[src/rtl/alu_pkg.sv]
// ALU op codes, datapath widths and the ID/EX operand bundle.
// Shared by the operand stage and its skid buffer.
package alu_pkg;

  localparam int ALU_XLEN = 32;
  localparam int ALU_RIDX = 5;

  localparam logic [3:0] OP_ADD  = 4'd0;
  localparam logic [3:0] OP_ADDU = 4'd1;
  localparam logic [3:0] OP_SUB  = 4'd2;
  localparam logic [3:0] OP_SUBU = 4'd3;
  localparam logic [3:0] OP_SLT  = 4'd4;
  localparam logic [3:0] OP_SLTU = 4'd5;
  localparam logic [3:0] OP_AND  = 4'd6;
  localparam logic [3:0] OP_OR   = 4'd7;
  localparam logic [3:0] OP_XOR  = 4'd8;
  localparam logic [3:0] OP_NOR  = 4'd9;
  localparam logic [3:0] OP_LUI  = 4'd10;

  typedef struct packed {
    logic [ALU_XLEN-1:0] a;
    logic [ALU_XLEN-1:0] b;
    logic                cin;
    logic [3:0]          op;
    logic [ALU_RIDX-1:0] rd;
    logic                ovf_trap;
  } opnd_t;

  // x0 never forwards; EX/MEM wins over MEM/WB.
  function automatic logic [ALU_XLEN-1:0] fwd_sel(
    input logic [ALU_RIDX-1:0] idx,
    input logic [ALU_XLEN-1:0] rf,
    input logic                ew,
    input logic [ALU_RIDX-1:0] ei,
    input logic [ALU_XLEN-1:0] ed,
    input logic                mw,
    input logic [ALU_RIDX-1:0] mi,
    input logic [ALU_XLEN-1:0] md
  );
    logic [ALU_XLEN-1:0] v;
    if (idx == '0)
      v = '0;
    else if (ew && ei == idx)
      v = ed;
    else if (mw && mi == idx)
      v = md;
    else
      v = rf;
    return v;
  endfunction

endpackage

[src/rtl/alu_operand_stage_skid.sv]
// Two-entry skid buffer; entry0 drives the outputs, entry1 absorbs overflow.
// Ports: i_valid/o_ready/i_data in, o_valid/i_ready/o_data out, flush kill.
module skid_buffer_2 #(
  parameter int WIDTH = 8
) (
  input  logic             clk,
  input  logic             rst,
  input  logic             flush,
  input  logic             i_valid,
  output logic             o_ready,
  input  logic [WIDTH-1:0] i_data,
  output logic             o_valid,
  input  logic             i_ready,
  output logic [WIDTH-1:0] o_data
);

  logic             r_v0;
  logic             r_v1;
  logic [WIDTH-1:0] r_d0;
  logic [WIDTH-1:0] r_d1;
  logic             w_push;
  logic             w_pop;

  // Ready depends only on a register, so EX stall never reaches decode.
  assign o_ready = !r_v1;
  assign o_valid = r_v0;
  assign o_data  = r_d0;
  assign w_push  = i_valid && !r_v1;
  assign w_pop   = r_v0 && i_ready;

  always_ff @(posedge clk or posedge rst) begin
    if (rst) begin
      r_v0 <= 1'b0;
      r_v1 <= 1'b0;
      r_d0 <= '0;
      r_d1 <= '0;
    end else if (flush) begin
      r_v0 <= 1'b0;
      r_v1 <= 1'b0;
    end else if (r_v1) begin
      // Full: no push possible; pop shifts the overflow slot forward.
      if (w_pop) begin
        r_d0 <= r_d1;
        r_v1 <= 1'b0;
      end
    end else if (r_v0) begin
      if (w_pop && w_push) begin
        r_d0 <= i_data;
      end else if (w_pop) begin
        r_v0 <= 1'b0;
      end else if (w_push) begin
        r_d1 <= i_data;
        r_v1 <= 1'b1;
      end
    end else if (w_push) begin
      r_d0 <= i_data;
      r_v0 <= 1'b1;
    end
  end

endmodule

[src/rtl/alu_operand_stage.sv]
// ID/EX operand stage: forwarding, immediate extension, adder conditioning.
// Ports: decode handshake in, EX handshake out, EX/MEM and MEM/WB forwarding.
module alu_operand_stage
  import alu_pkg::*;
#(
  parameter int XLEN = 32,
  parameter int RIDX = 5
) (
  input  logic            clk,
  input  logic            rst,
  input  logic            flush,
  input  logic            in_valid,
  output logic            in_ready,
  input  logic [3:0]      in_op,
  input  logic [RIDX-1:0] in_rs_idx,
  input  logic [RIDX-1:0] in_rt_idx,
  input  logic [RIDX-1:0] in_rd_idx,
  input  logic [XLEN-1:0] in_rs_val,
  input  logic [XLEN-1:0] in_rt_val,
  input  logic [15:0]     in_imm,
  input  logic            in_use_imm,
  input  logic            in_imm_zext,
  input  logic            exm_wen,
  input  logic            mwb_wen,
  input  logic [RIDX-1:0] exm_idx,
  input  logic [RIDX-1:0] mwb_idx,
  input  logic [XLEN-1:0] exm_data,
  input  logic [XLEN-1:0] mwb_data,
  output logic            out_valid,
  input  logic            out_ready,
  output logic [XLEN-1:0] out_a,
  output logic [XLEN-1:0] out_b,
  output logic            out_cin,
  output logic [3:0]      out_op,
  output logic [RIDX-1:0] out_rd_idx,
  output logic            out_ovf_trap
);

  logic [XLEN-1:0] w_rs;
  logic [XLEN-1:0] w_rt;
  logic [XLEN-1:0] w_imm_ext;
  logic [XLEN-1:0] w_a;
  logic [XLEN-1:0] w_b;
  logic            w_inv;
  logic            w_trap;
  logic [3:0]      w_op;
  opnd_t           w_in;
  opnd_t           w_q;

  assign w_rs = fwd_sel(in_rs_idx, in_rs_val,
                        exm_wen, exm_idx, exm_data,
                        mwb_wen, mwb_idx, mwb_data);
  assign w_rt = fwd_sel(in_rt_idx, in_rt_val,
                        exm_wen, exm_idx, exm_data,
                        mwb_wen, mwb_idx, mwb_data);

  assign w_imm_ext = in_imm_zext
                   ? {16'h0, in_imm}
                   : {{16{in_imm[15]}}, in_imm};

  always_comb begin
    w_inv  = 1'b0;
    w_trap = 1'b0;
    w_op   = in_op;
    unique case (in_op)
      OP_ADD: w_trap = 1'b1;
      OP_SUB: begin
        w_trap = 1'b1;
        w_inv  = 1'b1;
      end
      OP_SUBU, OP_SLT, OP_SLTU: w_inv = 1'b1;
      OP_ADDU, OP_AND, OP_OR,
      OP_XOR, OP_NOR, OP_LUI: w_op = in_op;
      // Reserved codes execute as a non-trapping ADDU.
      default: w_op = OP_ADDU;
    endcase
  end

  always_comb begin
    w_a = w_rs;
    w_b = in_use_imm ? w_imm_ext : w_rt;
    if (in_op == OP_LUI) begin
      w_a = '0;
      w_b = {in_imm, 16'h0};
    end
  end

  assign w_in.a        = w_a;
  assign w_in.b        = w_inv ? ~w_b : w_b;
  assign w_in.cin      = w_inv;
  assign w_in.op       = w_op;
  assign w_in.rd       = in_rd_idx;
  assign w_in.ovf_trap = w_trap;

  skid_buffer_2 #(
    .WIDTH($bits(opnd_t))
  ) u_skid (
    .clk     (clk),
    .rst     (rst),
    .flush   (flush),
    .i_valid (in_valid),
    .o_ready (in_ready),
    .i_data  (w_in),
    .o_valid (out_valid),
    .i_ready (out_ready),
    .o_data  (w_q)
  );

  assign out_a        = w_q.a;
  assign out_b        = w_q.b;
  assign out_cin      = w_q.cin;
  assign out_op       = w_q.op;
  assign out_rd_idx   = w_q.rd;
  assign out_ovf_trap = w_q.ovf_trap;

endmodule

[config.mk]
export PLATFORM = sky130hd
export DESIGN_NAME = alu_operand_stage
export DESIGN_NICKNAME = d
export VERILOG_FILES = /design/src/rtl/alu_pkg.sv /design/src/rtl/alu_operand_stage_skid.sv /design/src/rtl/alu_operand_stage.sv
export SDC_FILE = /design/constraint.sdc
export NUM_CORES = 1
export LEC_CHECK = 0
export BUFFER_PORTS_ARGS = -buffer_cell sky130_fd_sc_hd__buf_2
export CAP_MARGIN = 20
export CELL_PAD_IN_SITES_DETAIL_PLACEMENT = 1
export CELL_PAD_IN_SITES_GLOBAL_PLACEMENT = 2
export CORE_MARGIN = 1.5
export CORE_UTILIZATION = 34
export DETAILED_ROUTE_END_ITERATION = 7
export GPL_ROUTABILITY_DRIVEN = 0
export HOLD_SLACK_MARGIN = 0.02
export PLACE_DENSITY = 0.91
export SLEW_MARGIN = 40
export SYNTH_ARGS = -nofsm -noshare
export SYNTH_HDL_FRONTEND = slang
export SYNTH_SLANG_ARGS = --single-unit
export TNS_END_PERCENT = 10
[constraint.sdc]
create_clock -name clk -period 12.5 [get_ports clk]
set_input_delay 0.625 -clock clk [delete_from_list [all_inputs] [get_ports clk]]
set_output_delay 0.625 -clock clk [all_outputs]
set_load 0.005 [all_outputs]
==> results of run 1 <==
how the worst max path moves through the flow:
| stage | endpoint | cells after the start | start |
|---|---|---|---|
| floorplan | u_skid.o_data[0] | 1 | rst |
| global placement | u_skid.o_data[41] | 7 | u_skid.r_v1 |
| detailed placement | u_skid.o_data[40] | 7 | u_skid.r_v1 |
| CTS | u_skid.o_data[40] | 7 | u_skid.r_v1 |
| global route | u_skid.o_data[31] | 7 | u_skid.r_v1 |
| finish | u_skid.o_data[40] | 7 | u_skid.r_v1 |
power by group:
part           switching, mW  internal [mW]
Clock                  0.227          0.308
Combinational          0.214          0.183
Sequential            0.0759          0.618
final cells by class:
type	instances	area (sq um)
Clock inverter	11	136.4
Tap cell	341	426.7
Inverter	23	93.84
Fill cell	3132	15460
Sequential cell	152	3805
Antenna cell	3	7.507
Clock buffer	21	460.4
Timing Repair Buffer	273	1411
Multi-Input combinational cell	728	5000
cells by family (layout without fill, tap and decap cells):
logic type,after synthesis,after routing
compound gates,307,307
simple gates,276,276
flops,152,152
mux,124,124
buf+inv,123,328
xor+xnor,21,21
other cells,0,3
layer usage:
metal | vias to the layer above | share of wire (%)
met2 | 424 | 47
met5 | - | 0.11
met1 | 4683 | 42
met3 | 74 | 8.0
met4 | 8 | 3.4
li1 | 4177 | -
state kept, by name, summed over array words and instances (netlist names):
name            cells
u_skid.o_data      75
u_skid.o_valid      1
u_skid.r_d1        75
u_skid.r_v1         1
worst reg2reg max path: cells and delay by family, from the launching register on:
family	cells	cell delay, ns
and+or+nand+nor	4	1.73
buffers and inverters	2	1.25
DFF	1	0.58
AOI/OAI and AO/OA	1	0.24
placed cells by master, fill, tap and decap left out, drive strengths merged, types with 21 or more instances in the layout:
cell	netlist	final
buf	13	273
dfrtp	152	152
o21ai	98	98
mux2i	70	70
nand3	67	67
and3	65	65
a21oi	58	58
mux2	54	54
a211oi	51	51
a221o	48	48
nor2	41	41
nand2	37	37
a31oi	32	32
inv	23	26
clkbuf	87	21
stage by stage:
step	util, %	hold WS, ns	total power [mW]
after floorplan	-	0.4435	0.8978
final	42.32	0.2561	1.626
after global routing	42.31	0.3059	1.699
after CTS	42.28	0.3827	1.630
after detailed placement	40.05	0.4699	1.096
after global placement	40.00	0.4558	1.076
==> out/qor.yml, run 1 <==
run_status:
  status: "finished clean"
route:
  drc: 0
  ant_nets: 0
  drt-total-wl_microns: 38840
  drtPass1Iterations: 5
  vias_per_cell: 6.035
  via_count: 9366
  wl_per_cell_microns: 25.03
  drt-initial-drc-count: 831
global_routing:
  gr-usage-met1_pct: 35.04
  overflow: 0
  grt_use_met3_pct: 6.300
  grt_pass1_vias: 9706
  grt.total_usage_pct: 27.32
  grt_max_degree: 88
  grt_use_met2_pct: 44.86
  grt_pass1_wl_microns: 58350
  busiest_layer: "met2"
  antenna_found_initial: 7
logic_synthesis:
  synth_warnings: 0
  async_flop_share_pct: 100.0
  synth_common_cells: "152 x dfrtp_1, 98 x o21ai_0, 87 x clkbuf_1"
  synthXorXnorAreaFrac_pct: 1.992
  synth_compound_area_share_pct: 21.64
  synth_ff_type: "dfrtp_1"
  ys_seq_area_share_pct: 41.19
  synth_seq_cells: 152
  synth_top_family_by_area: "compound AO/OA/AOI/OAI gates"
  avgSynthCellArea_sq_um: 9.207
  synth_area_leader_cell: "dfrtp_1"
  synth_edf_count: 0
  yosys.area_share.adder_pct: 0
  synth_top_area_share_pct: 41.19
  synth.net_count: 1185
  synth_simple_gate_area_share_pct: 15.82
  netlist-cell-type-count: 36
  synth_area_sq_mm: 0.009235
  syn_inst: 1003
  synth.area.mux_share_pct: 14.17
  yosys-top-cells-area: "dfrtp_1 41%, mux2i_1 7.6%, mux2_2 6.6%, o21ai_0 5.3%, a221o_1 5.2%"
  synth.most_common_cell: "dfrtp_1"
floorplan:
  start_util_pct: 34.46
  rows: 60
  pin_count: 259
  core_region_area_sq_mm: 0.02680
  die_w_microns: 167.8
  dieHeight_microns: 167.8
  dieArea_sq_mm: 0.02816
flow_run:
  cap_violations: 0
critical_path:
  reg2reg_slack_ns: 8.63
  r2r_cells: 7
  r2r-end: "u_skid.o_data[40]"
  worstPathArrival_ns: 4.23
  worstSetupPathType: "reg -> reg"
  crit_family: "simple AND/OR/NAND/NOR gates"
  cp.required_ns: 12.85
  critPathSlowestCell: "nand3_1"
  crit_path_end_kind: "register"
  cp_max_fo: 65
  critical-path-max-stage-delay_ns: 0.75
  crit_chain: "buf_4 > nand2_1 > a211oi_4 > buf_4 > nand3_1 > or3_1 > nand3_1"
  timing.rr.start: "u_skid.r_v1"
  critPathBufInv: 2
  startpoint_type: "register"
timing:
  fin_skew_ns: 0.01009
  layout_setup_ws_ns: 8.625
  fin_crit_sh_pct: 31.00
  finalCriticalPeriod_ns: 3.875
  rsz0062_at_grt: "no"
  max_freq_mhz: 258.1
  max_slew.worst_pin.slew_ns: 0.8424
  drv_slew: 0
  setup_viol: 0
  setup_tns_ns: 0
  relSlewSlack_pct: 43.67
  final-hold-violation-count: 0
cts:
  clk_latency_ns: 0.42
  cts_buffers: 17
  htreeDepth: 4
  clock-sinks: 152
  clockBufferDepth: 2
  path_clk_slew_ns: 0.07
  cts_root_buf: "clkbuf_16"
  post_cts_resize_count: 0
  cts_tree: "done"
  cts_setup_buffers: 0
  cts.hold.buffers_added: 0
placed_design:
  dp_cells: 1517
  port_buffers: 258
  placed_area_sq_mm: 0.01073
  dpl.hpwl_microns: 27500
  pre_cts_slack_ns: 8.786
finish:
  final_cells: 1552
  stdcell_area_sq_mm: 0.01134
  area_growth_syn_to_layout_pct: 22.80
  nNetsFinal: 1377
  drive_above_1_share_pct: 30.88
hold_path:
  min_path_type: "in -> async"
pwr:
  p_per_area_mw_per_mm2: 143.4
  ir_drop_mv: 0.1002
  p_leak_nw: 5.322
(Power assumes the default switching activity.)
==> run 2, diff against run 1 <==
--- a/config.mk
+++ b/config.mk
@@ -5,16 +5,17 @@
 export SDC_FILE = /design/constraint.sdc
 export NUM_CORES = 1
 export LEC_CHECK = 0
+export ABC_AREA = 1
 export BUFFER_PORTS_ARGS = -buffer_cell sky130_fd_sc_hd__buf_2
 export CAP_MARGIN = 20
 export CELL_PAD_IN_SITES_DETAIL_PLACEMENT = 1
 export CELL_PAD_IN_SITES_GLOBAL_PLACEMENT = 2
 export CORE_MARGIN = 1.5
-export CORE_UTILIZATION = 34
+export CORE_UTILIZATION = 25
 export DETAILED_ROUTE_END_ITERATION = 7
 export GPL_ROUTABILITY_DRIVEN = 0
 export HOLD_SLACK_MARGIN = 0.02
-export PLACE_DENSITY = 0.91
+export PLACE_DENSITY = 0.82
 export SLEW_MARGIN = 40
 export SYNTH_ARGS = -nofsm -noshare
 export SYNTH_HDL_FRONTEND = slang
==> constraint.sdc (replaced) <==
create_clock -name clk -period 3.2 [get_ports clk]
set_input_delay 0.16 -clock clk [delete_from_list [all_inputs] [get_ports clk]]
set_output_delay 0.16 -clock clk [all_outputs]
set_load 0.005 [all_outputs]
==> run 2 against run 1 <==
Core utilization is 10 points lower. Sequential power rose to 3.9 times the previous value. Clock skew is 0.0030 ns lower. Power rose to 4.1 times the previous value. Setup slack worse by 7.9 ns. Register-to-register slack worse by 7.9 ns. Sequential share of layout area fell by 2.2 points. Cell area increased by 6.9%. Final cell count increased by 44%.
==> out/qor.yml, run 2 <==
run_status:
  status: "finished clean"
logic_synthesis:
  synth_area_sq_mm: 0.009595
  synth.net_count: 1684
  ys_seq_area_share_pct: 39.64
  synth_ff_type: "dfrtp_1"
  synth_edf_count: 0
  synth_top_family_by_area: "simple AND/OR/NAND/NOR gates"
  yosys-top-cells-area: "dfrtp_1 40%, nand2_1 20%, nand3_1 9.9%, nor2_1 9.8%, a21oi_1 3.3%"
  synth_top_area_share_pct: 39.64
  avgSynthCellArea_sq_um: 6.388
  netlist-cell-type-count: 30
  synth_area_leader_cell: "dfrtp_1"
  synth_common_cells: "524 x nand2_1, 251 x nor2_1, 189 x nand3_1"
  synth_compound_area_share_pct: 9.415
  synth_seq_cells: 152
  synthXorXnorAreaFrac_pct: 0.09128
  synth.most_common_cell: "nand2_1"
  synth.area.mux_share_pct: 0
  syn_inst: 1502
  async_flop_share_pct: 100.0
  synth_warnings: 0
  synth_simple_gate_area_share_pct: 44.11
  yosys.area_share.adder_pct: 0
floorplan:
  die_w_microns: 198.9
  start_util_pct: 25.42
  dieArea_sq_mm: 0.03957
  pin_count: 259
  rows: 71
  core_region_area_sq_mm: 0.03776
  dieHeight_microns: 198.9
pwr:
  p_per_area_mw_per_mm2: 543.2
  power_frac_comb_pct: 26.0
  ir_drop_mv: 0.3110
  p_leak_nw: 6.556
  clkPwrFrac_pct: 33.3
  p_sw_share_pct: 33.30
  p_int_mw: 4.393
  p_sw_mw: 2.194
  p_seq_share_pct: 40.7
timing:
  max_freq_mhz: 411.6
  fin_crit_sh_pct: 75.92
  setup_viol: 0
  max_slew.worst_pin.slew_ns: 0.7964
  fin_skew_ns: 0.007088
  rsz0062_at_grt: "no"
  relSlewSlack_pct: 46.91
  final-hold-violation-count: 0
  drv_slew: 0
  setup_tns_ns: 0
  finalCriticalPeriod_ns: 2.430
global_routing:
  antenna_found_initial: 6
  overflow: 0
  grt.total_usage_pct: 21.96
  grt_pass1_vias: 11257
  grt_max_degree: 93
  grt_pass1_wl_microns: 66230
critical_path:
  cp_max_fo: 67
  critical-path-max-stage-delay_ns: 0.62
  cp.required_ns: 3.52
  crit_path_end_kind: "register"
  worstPathArrival_ns: 2.75
  critical_path_depth: 9
  worstSetupPathType: "reg -> reg"
  cp_common_cell: "nand2_1"
  crit_chain: "nor2_1 > inv_1 > nand2_1 > nand3_4 > buf_4 > buf_4 > a21oi_1 > nand2_1 > nand2_1"
  critPathSlowestCell: "buf_4"
  critPathBufInv: 3
  startpoint_type: "register"
  crit_family: "buffers and inverters"
  reg2reg_slack_ns: 0.77
  r2r_cells: 9
route:
  drc: 0
  vias_per_cell: 4.827
  drt-total-wl_microns: 42250
  ant_nets: 0
  drtPass1Iterations: 4
  drt-initial-drc-count: 673
  wl_per_cell_microns: 18.85
  via_count: 10818
flow_run:
  cap_violations: 0
finish:
  final_cell_mix: "524 x nand2_1, 258 x buf_2, 250 x nor2_1"
  ff_latch_area_sq_mm: 0.003805
  area_growth_syn_to_layout_pct: 26.37
  multi_input_area_sq_mm: 0.005196
  stdcell_area_sq_mm: 0.01213
  nFillCells: 4888
  mostFrequentLayoutCell: "nand2_1"
  nNetsFinal: 1896
  drive_above_1_share_pct: 20.34
hold_path:
  min_path_type: "in -> reg"
  whs_path_depth: 4
cts:
  clockBufferDepth: 2
  cts_setup_buffers: 0
  clk_latency_ns: 0.43
  cts_buffers: 17
  cts.hold.buffers_added: 7
  post_cts_resize_count: 0
  clock-sinks: 152
  cts_tree: "done"
  path_clk_slew_ns: 0.06
  htreeDepth: 4
  cts_root_buf: "clkbuf_16"
placed_design:
  port_buffers: 258
  placed_area_sq_mm: 0.01143
  dpl.hpwl_microns: 31320
-- run 2: changes by cell type in the layout (fill, tap and decap cells not counted), moves of 31 or more --
cell      delta
nand3_1    +121
inv_1       +34
nand4_1     +31
a221o_1     -48
a211oi_1    -47
nand2_1    +487
o21ai_1     +57
o21ai_0     -88
mux2i_1     -70
mux2_2      -54
nor2_1     +212
and3_1      -64
-- run 2: cell families after synthesis --
family / Yosys count
AOI/OAI and AO/OA: 165
xor gates and xnor gates: 1
buffers and inverters: 163
DFF: 152
and+or+nand+nor: 1021
-- run 2: path summary, 6_finish.rpt --
check | start | to
setup / recovery | u_skid.r_v1 | u_skid.o_data[28]
hold / removal | in_op[3] | u_skid.r_d1[8]
setup reg to reg | u_skid.r_v1 | u_skid.o_data[28]
hold reg to reg | u_skid.o_data[44] | u_skid.o_data[44]
max in group asynchronous | rst | u_skid.r_d1[28]
min in group asynchronous | rst | u_skid.o_data[17]
-- run 2: power by group through the flow --
stage                     registers (mW)  logic [mW]  clock network (mW)
after floorplan                     2.66       0.927                   0
after global placement              2.71        1.66                   0
after detailed placement            2.72        1.72                   0
after CTS                           2.69        1.73                2.25
after global routing                2.75        1.95                2.31
final                               2.68        1.71                2.19
-- run 2: area by class of cell --
type,count,share of cell area [%]
Multi-Input combinational cell,1187,42.85
Clock inverter,10,1.383
Antenna cell,4,0.08255
Timing Repair Buffer,290,13.21
Inverter,66,2.105
Clock buffer,21,3.715
Tap cell,511,5.273
Sequential cell,152,31.38
-- run 2: worst register-to-register path, delay by kind of cell, from the launching register on --
family	cells	cell delay, ns
buf+inv	3	1.29
compound gates	1	0.10
flops	1	0.51
simple gates	5	0.43
-- run 2: metal layers --
metal / part of all wire [%] / wire [microns] / vias up / global-route usage, %
li1: - / - / 5280 / -
met1: 47 / 19810 / 5212 / 29.62
met2: 46 / 19590 / 267 / 35.90
met3: 3.7 / 1572 / 57 / 2.628
met4: 3.0 / 1266 / 2 / 8.221
met5: 0.031 / 13 / - / 0
-- run 2: metrics by stage --
stage               total power, mW  hold slack (ns)  std cells  util (%)  setup slack (ns)
floorplan                     3.589           0.2231       1502         -             1.123
global placement              4.371           0.3927       2197     30.13            0.8069
detailed placement            4.437           0.2854       2199     30.27            0.7535
CTS                           6.673          0.04973       2237     32.09            0.7464
global route                  7.013          0.08840       2241     32.12            0.5629
finish                        6.587          0.07080       2241     32.12            0.7704
==> run 3, diff against run 2 <==
--- a/config.mk
+++ b/config.mk
@@ -11,11 +11,11 @@
 export CELL_PAD_IN_SITES_DETAIL_PLACEMENT = 1
 export CELL_PAD_IN_SITES_GLOBAL_PLACEMENT = 2
 export CORE_MARGIN = 1.5
-export CORE_UTILIZATION = 25
+export CORE_UTILIZATION = 28
 export DETAILED_ROUTE_END_ITERATION = 7
 export GPL_ROUTABILITY_DRIVEN = 0
 export HOLD_SLACK_MARGIN = 0.02
-export PLACE_DENSITY = 0.82
+export PLACE_DENSITY = 0.86
 export SLEW_MARGIN = 40
 export SYNTH_ARGS = -nofsm -noshare
 export SYNTH_HDL_FRONTEND = slang
==> constraint.sdc (replaced) <==
create_clock -name clk -period 2.3 [get_ports clk]
set_input_delay 0.115 -clock clk [delete_from_list [all_inputs] [get_ports clk]]
set_output_delay 0.115 -clock clk [all_outputs]
set_load 0.005 [all_outputs]
==> run 3 against run 2 <==
Critical path depth is 2 lower. Sequential power is 40% higher. Die area is 11% lower. Hold slack worse by 0.032 ns. Core utilization is 4.1 points higher. Combinational power is 39% higher. Sequential share of layout area is 0.16 points lower. Clock skew is 0.0030 ns higher. Critical path type unchanged.
==> out/qor.yml, run 3 (synthesized netlist as in run 2, its figures left out) <==
run_status:
  status: "finished clean"
critical_path:
  critical-path-max-stage-delay_ns: 0.50
  cp_max_fo: 47
  startpoint_type: "register"
  cp_common_cell: "nand2_1"
  worstSetupPathType: "reg -> reg"
  critPathBufInv: 2
  worstPathArrival_ns: 2.12
  cp.required_ns: 2.63
  critPathSlowestCell: "buf_4"
  crit_family: "buffers and inverters"
  crit_chain: "clkinv_2 > o211ai_1 > nand3_4 > buf_4 > a21oi_1 > nand2_1 > nand2_1"
  crit_path_end_kind: "register"
floorplan:
  die_w_microns: 188.1
  pin_count: 259
  rows: 67
  start_util_pct: 28.54
  core_region_area_sq_mm: 0.03362
  dieHeight_microns: 188.1
  dieArea_sq_mm: 0.03539
finish:
  nNetsFinal: 1911
  mostFrequentLayoutCell: "nand2_1"
  nFillCells: 4374
  ff_latch_area_sq_mm: 0.003805
  drive_above_1_share_pct: 21.01
  multi_input_area_sq_mm: 0.005189
  area_growth_syn_to_layout_pct: 27.02
  utilization_pct: 36.26
  final_cell_mix: "524 x nand2_1, 258 x buf_2, 250 x nor2_1"
pwr:
  p_per_area_mw_per_mm2: 732.0
  ir_drop_mv: 0.4615
  p_leak_nw: 6.616
cts:
  htreeDepth: 4
  cts_root_buf: "clkbuf_16"
  cts_setup_buffers: 0
  cts_tree: "done"
  cts_buffers: 17
  path_clk_slew_ns: 0.07
  clockBufferDepth: 2
  clock-sinks: 152
  clk_latency_ns: 0.44
  post_cts_resize_count: 0
route:
  wl_per_cell_microns: 19.11
  drc: 0
  drt-initial-drc-count: 831
  ant_nets: 0
  drt-total-wl_microns: 42100
  vias_per_cell: 5.058
  via_count: 11143
  drtPass1Iterations: 5
timing:
  fin_skew_ns: 0.01004
  rsz0062_at_grt: "no"
  finalCriticalPeriod_ns: 1.798
  fin_crit_sh_pct: 78.15
  setup_viol: 0
  max_freq_mhz: 556.3
  relSlewSlack_pct: 56.97
  setup_tns_ns: 0
  drv_slew: 0
  max_slew.worst_pin.slew_ns: 0.6455
  final-hold-violation-count: 0
placed_design:
  dpl.hpwl_microns: 31090
  port_buffers: 258
global_routing:
  grt_pass1_wl_microns: 66850
  grt_pass1_vias: 11657
  overflow: 0
  grt.total_usage_pct: 24.28
  grt_max_degree: 106
  antenna_found_initial: 15
hold_path:
  min_path_type: "in -> reg"
flow_run:
  cap_violations: 0
## run 3: final timing paths
check	slack [ns]	end	cells past startpoint	from
max	0.50	u_skid.o_data[32]	7	u_skid.r_v1
min	0.04	u_skid.o_valid	3	in_valid
max reg2reg	0.50	u_skid.o_data[32]	7	u_skid.r_v1
min reg2reg	0.47	u_skid.r_d1[8]	2	u_skid.r_d1[8]
max in group asynchronous	1.17	u_skid.o_data[58]	4	rst
min in group asynchronous	0.30	u_skid.o_data[16]	3	rst
## run 3: metal layers
| layer | vias up | global-route usage [%] | part of all wire, % |
|---|---|---|---|
| met4 | 4 | 13.26 | 4.9 |
| met5 | - | 0 | 0.055 |
| li1 | 5316 | - | - |
| met1 | 5402 | 30.95 | 44 |
| met2 | 315 | 39.36 | 47 |
| met3 | 106 | 3.724 | 4.4 |
## run 3: layout make-up
type,instances,share of cell area (%)
repair buffers,305,14.64
well taps,448,4.599
clock inverters,13,0.9958
diodes,13,0.2669
multi-input cells,1187,42.57
inverters,66,2.074
flip-flops and latches,152,31.22
clock buffers,19,3.634
## run 3: power by group
group,internal (mW),switching [mW]
sequential,3.35,0.392
combinational,0.940,1.44
clock,1.53,1.27
total,5.81,3.11
## run 3: timing repair
| item | in CTS | in global routing |
|---|---|---|
| endpoints found under the setup margin | 0 | 0 |
| endpoints found under the hold margin | 32 | 0 |
| hold buffers | 8 | 0 |
## run 3: worst register-to-register path: stages, from the launching register on
cell,delay (ns)
dfrtp_2,0.45
clkinv_2,0.08
o211ai_1,0.14
nand3_4,0.18
buf_4,0.51
a21oi_1,0.12
nand2_1,0.14
nand2_1,0.07
## run 3: per-stage QoR
step                worst slack (ns)  area, sq um  std cells  hold slack (ns)  total power, mW
finish                        0.5025        12190       2203          0.03924            8.922
CTS                           0.4729        12160       2190          0.03538            9.014
floorplan                     0.2681         9599       1502           0.1781            4.993
global route                  0.3230        12190       2202          0.05800            9.507
global placement              0.2690        11490       2148           0.2144            6.073
detailed placement            0.2909        11510       2150           0.2181            6.168
